`config.mk`:
```
export PLATFORM = sky130hd
export DESIGN_NAME = instr_fetch
export DESIGN_NICKNAME = d
export VERILOG_FILES = /design/src/rtl/instr_fetch.sv
export SDC_FILE = /design/constraint.sdc
export NUM_CORES = 1
export LEC_CHECK = 0
export ABC_AREA = 1
export CORE_AREA = 2 2 91 180
export DETAILED_ROUTE_END_ITERATION = 7
export DIE_AREA = 0 0 93 182
export MAX_ROUTING_LAYER = met4
export PLACE_DENSITY = 0.75
export SLEW_MARGIN = 5
export SYNTH_ARGS = -nofsm -noshare
export SYNTH_HDL_FRONTEND = slang
export SYNTH_SLANG_ARGS = --single-unit
```
`constraint.sdc`:
```
create_clock -name clk -period 6.35 [get_ports clk]
set_clock_uncertainty 0.1 [all_clocks]
set_input_delay 1.27 -clock clk [delete_from_list [all_inputs] [get_ports clk]]
set_output_delay 1.27 -clock clk [all_outputs]
set_load 0.02 [all_outputs]
```
`src/rtl/instr_fetch.sv`:
```
// Instruction fetch stage: owns the PC, issues single-outstanding word fetches
// over a req/gnt/rvalid handshake and presents one registered instruction.
module instr_fetch #(
    parameter logic [31:0] RESET_PC = 32'h0000_0000,
    localparam int unsigned XLEN    = 32
) (
    input  logic            clk,
    input  logic            rst,
    output logic            imem_req,
    output logic [XLEN-1:0] imem_addr,
    input  logic            imem_gnt,
    input  logic            imem_rvalid,
    input  logic [XLEN-1:0] imem_rdata,
    input  logic            redirect,
    input  logic [XLEN-1:0] redirect_pc,
    input  logic            stall,
    output logic            instr_valid,
    output logic [XLEN-1:0] instruction,
    output logic [XLEN-1:0] instr_pc,
    output logic [XLEN-1:0] pc_plus4,
    output logic            misalign_fault
);
    localparam logic [XLEN-1:0] NOP    = XLEN'(32'h0000_0013);
    localparam logic [XLEN-1:0] WORD_B = XLEN'(4);

    typedef enum logic [1:0] {
        S_FETCH = 2'd0,
        S_WAIT  = 2'd1,
        S_FAULT = 2'd2
    } state_t;

    state_t          state_q, state_d;
    logic [XLEN-1:0] pc_q, pc_d;
    logic [XLEN-1:0] req_pc, req_pc_d;
    logic            kill, kill_d;
    logic [XLEN-1:0] instr_d, ipc_d;
    logic            valid_d, fault_d;
    logic            issue;
    logic            misaligned;

    assign imem_addr  = pc_q;
    assign pc_plus4   = instr_pc + WORD_B;
    assign issue      = !instr_valid || !stall;
    assign misaligned = |redirect_pc[1:0];

    // Next-state and fetch handshake; redirect overrides everything else.
    always_comb begin
        state_d  = state_q;
        pc_d     = pc_q;
        req_pc_d = req_pc;
        kill_d   = kill;
        instr_d  = instruction;
        ipc_d    = instr_pc;
        valid_d  = instr_valid && stall;
        fault_d  = misalign_fault;
        imem_req = 1'b0;

        case (state_q)
            S_FETCH: begin
                imem_req = issue && !redirect;
                if (imem_req && imem_gnt) begin
                    req_pc_d = pc_q;
                    pc_d     = pc_q + WORD_B;
                    state_d  = S_WAIT;
                end
            end
            S_WAIT: begin
                if (imem_rvalid) begin
                    if (!kill && !redirect) begin
                        instr_d = imem_rdata;
                        ipc_d   = req_pc;
                        valid_d = 1'b1;
                    end
                    kill_d  = 1'b0;
                    // a misaligned redirect seen while waiting halts once the response drains
                    state_d = misalign_fault ? S_FAULT : S_FETCH;
                end
            end
            S_FAULT: begin
                valid_d = 1'b0;
            end
            default: begin
                state_d = S_FETCH;
            end
        endcase

        if (redirect) begin
            pc_d    = redirect_pc;
            valid_d = 1'b0;
            fault_d = misaligned;
            if (state_q == S_WAIT && !imem_rvalid) begin
                kill_d  = 1'b1;
                state_d = S_WAIT;
            end else begin
                kill_d  = 1'b0;
                state_d = misaligned ? S_FAULT : S_FETCH;
            end
        end
    end

    always_ff @(posedge clk or posedge rst) begin
        if (rst) begin
            state_q        <= S_FETCH;
            pc_q           <= RESET_PC;
            req_pc         <= '0;
            kill           <= 1'b0;
            instruction    <= NOP;
            instr_pc       <= '0;
            instr_valid    <= 1'b0;
            misalign_fault <= 1'b0;
        end else begin
            state_q        <= state_d;
            pc_q           <= pc_d;
            req_pc         <= req_pc_d;
            kill           <= kill_d;
            instruction    <= instr_d;
            instr_pc       <= ipc_d;
            instr_valid    <= valid_d;
            misalign_fault <= fault_d;
        end
    end

endmodule
```
# Word-level counts from Yosys, hierarchy flattened
# Index checks and enable logic that the tools add are counted.
# op_classes
n_reduce_logical	22
add_sub_neg	2
bitwise_logic	0
div_mod_pow	0
order_cmp	0
n_mul	0
eq_ne	5
muxes	19
n_shift	0
# ops
operator	count
$mux W32	3
$add A32 B3 Y32 const B	2
$mux W2	6
$mux W1	8
$reduce_bool A2 Y1	4
$ne A3 B3 Y1 const B	2
$pmux W2 S3	1
$reduce_and A2 Y1	3
$reduce_and A3 Y1	2
$logic_and A1 B1 Y1	5
$logic_not A1 Y1	5
$eq A2 B1 Y1 const B	1
$eq A2 B2 Y1 const B	1
$logic_not A2 Y1	1
$ne A2 B2 Y1 const B	1
$pmux W1 S2	1
$reduce_or A2 Y1	1
$logic_or A1 B1 Y1	1
# totals
input_bits	70
mem_bits_ro	0
out_inout_bits	131
ramBits	0
reg_bits	133
memories	0
latchBits	0
elab_cells	56

# Logic depth before layout (Yosys ltp)
# logic_depth
depth_word	7
depth_mapped	10
ltp_nobuf	9

# Worst setup path after synthesis
# No wires, ideal clock.
# synth_timing
path_kind	input port to output port
from	input redirect
to	output imem_req
t_arrival_ns	1.614
required_ns	4.980
path_stages	3
n_path_buf	0
slack_ns	3.366
cell_sequence	nor2_1 nand2_1 inv_1
# synth_via
elab_chain_cells	3
# synth_rtl
item	line_no	source
start: declaration	14	input logic redirect,
$logic_not A1 Y1	60	imem_req = issue && !redirect;
$logic_and A1 B1 Y1	60	
$mux W1	58	case (state_q)
end: declaration	9	output logic imem_req,
# Every way passes these cells.

# Final worst setup path
# Ends and elaborated chain as after synthesis.

==> impl_metrics.env <==
export IMPL_ys_types=28
export IMPL_diodes=0
export IMPL_ir_drop_v=0.000207
export IMPL_cts_max_level=4
export IMPL_cts_hold_buf=0
export IMPL_io_pins=201
export IMPL_hpwlAfterDp_um=14300
export IMPL_dr_pass1_iters=6
export IMPL_routed_wl_um=19200
export IMPL_max_slew_margin_pct=32.2
export IMPL_cts_resized=0
export IMPL_cts_sinks=133
export IMPL_critical_path_class="input port to output port"
export IMPL_cts_tree="done"
export IMPL_io_buffers=200
export IMPL_core_area_um2=15600
export IMPL_drtAntennaViolNets=0
export IMPL_antenna_found_initial=0
export IMPL_setup_violations_final=0
export IMPL_grt_max_degree=80
export IMPL_worst_r2r_endpoint="imem_addr[5]"
export IMPL_p_int_uw=2600
export IMPL_wl_per_cell_um=14.3
export IMPL_drv_cap=0
export IMPL_initial_core_util_pct=43.8
export IMPL_hold_depth=2
export IMPL_switching_share_pct=38.8
export IMPL_via_count=6648
export IMPL_start_kind="input port"
export IMPL_grt_usage_pct=24.3
export IMPL_max_freq_mhz=233
export IMPL_cts_buffers=17
export IMPL_die_y_um=182
export IMPL_fillers=1434
export IMPL_yosysTopAreaCell="dfrtp_1"
export IMPL_drv_slew=0
export IMPL_arrival_ns=2.91
export IMPL_hold_path_startpoint="instruction[0]"
export IMPL_die_area_um2=16900
export IMPL_r2r_start="state_q[0]"
export IMPL_syn2layout_area_growth_pct=39.5
export IMPL_clockBufferDepth=2
export IMPL_clkTransAtPathRegs_ns=0.05
export IMPL_grt_pass1_vias=6602
export IMPL_clockPowerShare_pct=21.8
export IMPL_cp_max_fo=40
export IMPL_place_gp_congestion=0.942
export IMPL_switching_power_uw=1650
export IMPL_hold_end="instruction[0]"
export IMPL_syn_num_nets=1006
export IMPL_yosysTopAreaCellShare_pct=47.5
export IMPL_ys_warn_count=0
export IMPL_hold_path_class="flip-flop to flip-flop"
export IMPL_yosysSeqAreaShare_pct=48.7
export IMPL_insertion_delay_ns=0.41
export IMPL_p_leak_uw=0.00446
export IMPL_rows=65
export IMPL_syn_area_um2=6850
export IMPL_synth_cells=931
export IMPL_power_uw=4250
export IMPL_drive_above_1_share_pct=3.96
export IMPL_post_cts_buffers=0
export IMPL_synthTopCellsByArea="dfrtp_1 (48%), nand2_1 (22%), o21ai_0 (4.7%)"
export IMPL_final_hold_viol_count=0
export IMPL_status="completed"
export IMPL_synthArstFlopShare_pct=100
export IMPL_cts_root_buffer="clkbuf_16"
export IMPL_timing_setup_tns_ns=0
export IMPL_post_route_min_period_ns=4.28
export IMPL_synthFlopType="dfrtp_1"
export IMPL_drt_iter0_markers=317
export IMPL_synth_avg_cell_area_um2=7.35
export IMPL_ys_seq_elements=133
export IMPL_layout_area_seq_um2=3330
export IMPL_r2r_setup_slack_ns=3.36
export IMPL_drc=0
export IMPL_synth_edff_count=0
export IMPL_rsz0062_at_grt="no"
export IMPL_tightest_slew_ns=1.02
export IMPL_comb_power_share_pct=42.6
export IMPL_crit_path_end_kind="output port"
export IMPL_die_w_um=93
export IMPL_holdWs_ns=0.364
export IMPL_grt_ovfl_total=0
export IMPL_grt_pass1_wl_um=32000
export IMPL_fin_crit_sh_pct=67.5
export IMPL_rr_worst_depth=10
export IMPL_power_density_nw_per_um2=444
export IMPL_p_seq_share_pct=35.6
export IMPL_critical_path_required_ns=4.98
export IMPL_via_per_inst=4.97
export IMPL_nets=1199
export IMPL_multiInputGateArea_um2=3050
[placed cells by master (no fill, tap or decap)]
cell type,count
buf_4,5
o22ai_1,1
o211ai_1,9
clkinvlp_4,1
xnor2_1,5
nand2_1,394
clkbuf_8,1
nor3_4,1
nor2_1,82
o21ai_0,64
nor2_2,3
inv_4,1
nor2_4,1
clkbuf_1,4
ha_1,5
clkbuf_16,17
nand3b_1,20
clkinv_4,2
dfrtp_1,130
a21oi_1,8
inv_2,2
nand4_1,8
clkinv_2,4
or2_2,1
xor2_1,15
nor3_1,10
o21a_1,1
nand3_1,52
inv_1,80
bufinv_16,2
nor3b_1,2
dfstp_2,3
clkdlybuf4s50_1,200
clkinv_1,1
nand3_2,1
[metal layers]
layer	vias to the layer above	routed length (µm)	global-route usage [%]
li1	3304	-	-
met1	3025	8120	30.2
met2	279	9280	38.5
met3	40	1100	4.61
met4	0	654	10.6
met5	-	0	-
[worst max-delay path by stage]
stage | slack [ns] | end | from
floorplan | 1.43 | imem_addr[0] | rst
global placement | 2.09 | imem_req | redirect
detailed placement | 2.05 | imem_addr[5] | redirect
CTS | 2.05 | imem_req | redirect
global route | 1.91 | imem_req | redirect
finish | 2.07 | imem_req | redirect
[cell families after synthesis]
logic type,count (synthesis),synth area share (%)
buffers and inverters,115,6.80
AOI/OAI and AO/OA,83,6.45
xor gates and xnor gates,20,2.56
adders and majority gates,5,0.914
DFF,133,48.7
and+or+nand+nor,575,34.6
[flip-flops by register name, summed over array words and instances, names as in the netlist]
register	count
imem_addr	32
instr_pc	32
instr_valid	1
instruction	32
kill	1
misalign_fault	1
req_pc	32
state_q	2
[cell type report]
class                   count  share of cell area [%]
flip-flops and latches    133                    34.9
multi-input cells         683                    32.0
repair buffers            205                    21.3
clock buffers              22                    4.75
inverters                  84                    3.33
well taps                 201                    2.63
clock inverters             9                    1.10
[power groups by stage]
| stage | sequential [µW] | combinational (µW) | clock [µW] |
|---|---|---|---|
| 5_1_grt | 1560 | 1980 | 988 |
| 3_5_place_dp | 1520 | 1820 | 0 |
| 4_1_cts | 1510 | 1830 | 944 |
| 3_3_place_gp | 1510 | 1780 | 0 |
| 6_report | 1510 | 1810 | 926 |
| 2_1_floorplan | 1720 | 701 | 0 |
[metrics by stage]
| stage | util, % | instances | instance area, µm² | setup WS (ns) |
|---|---|---|---|---|
| floorplan | - | 931 | 6850 | 1.43 |
| global placement | 57.6 | 1306 | 8990 | 2.09 |
| detailed placement | 57.6 | 1306 | 8990 | 2.05 |
| CTS | 61.2 | 1337 | 9550 | 2.05 |
| global route | 61.2 | 1337 | 9550 | 1.91 |
| finish | 61.2 | 1337 | 9550 | 2.07 |
[critical path, cell delays in order]
cell and delay [ns]:
clkdlybuf4s50_1 0.40, buf_4 0.26, nor2_1 0.26, nand2_1 0.08, inv_1 0.06, clkdlybuf4s50_1 0.59
[Yosys cell counts (8+ instances only)]
master	number
nand2_1	394
dfrtp_1	130
nor2_1	82
inv_1	81
o21ai_0	64
nand3_1	53
nand3b_1	20
clkbuf_1	15
xor2_1	15
buf_2	12
nor3_1	10
o211ai_1	9
a21oi_1	8
nand4_1	8
Note: power is estimated with default switching activity, not from simulation.
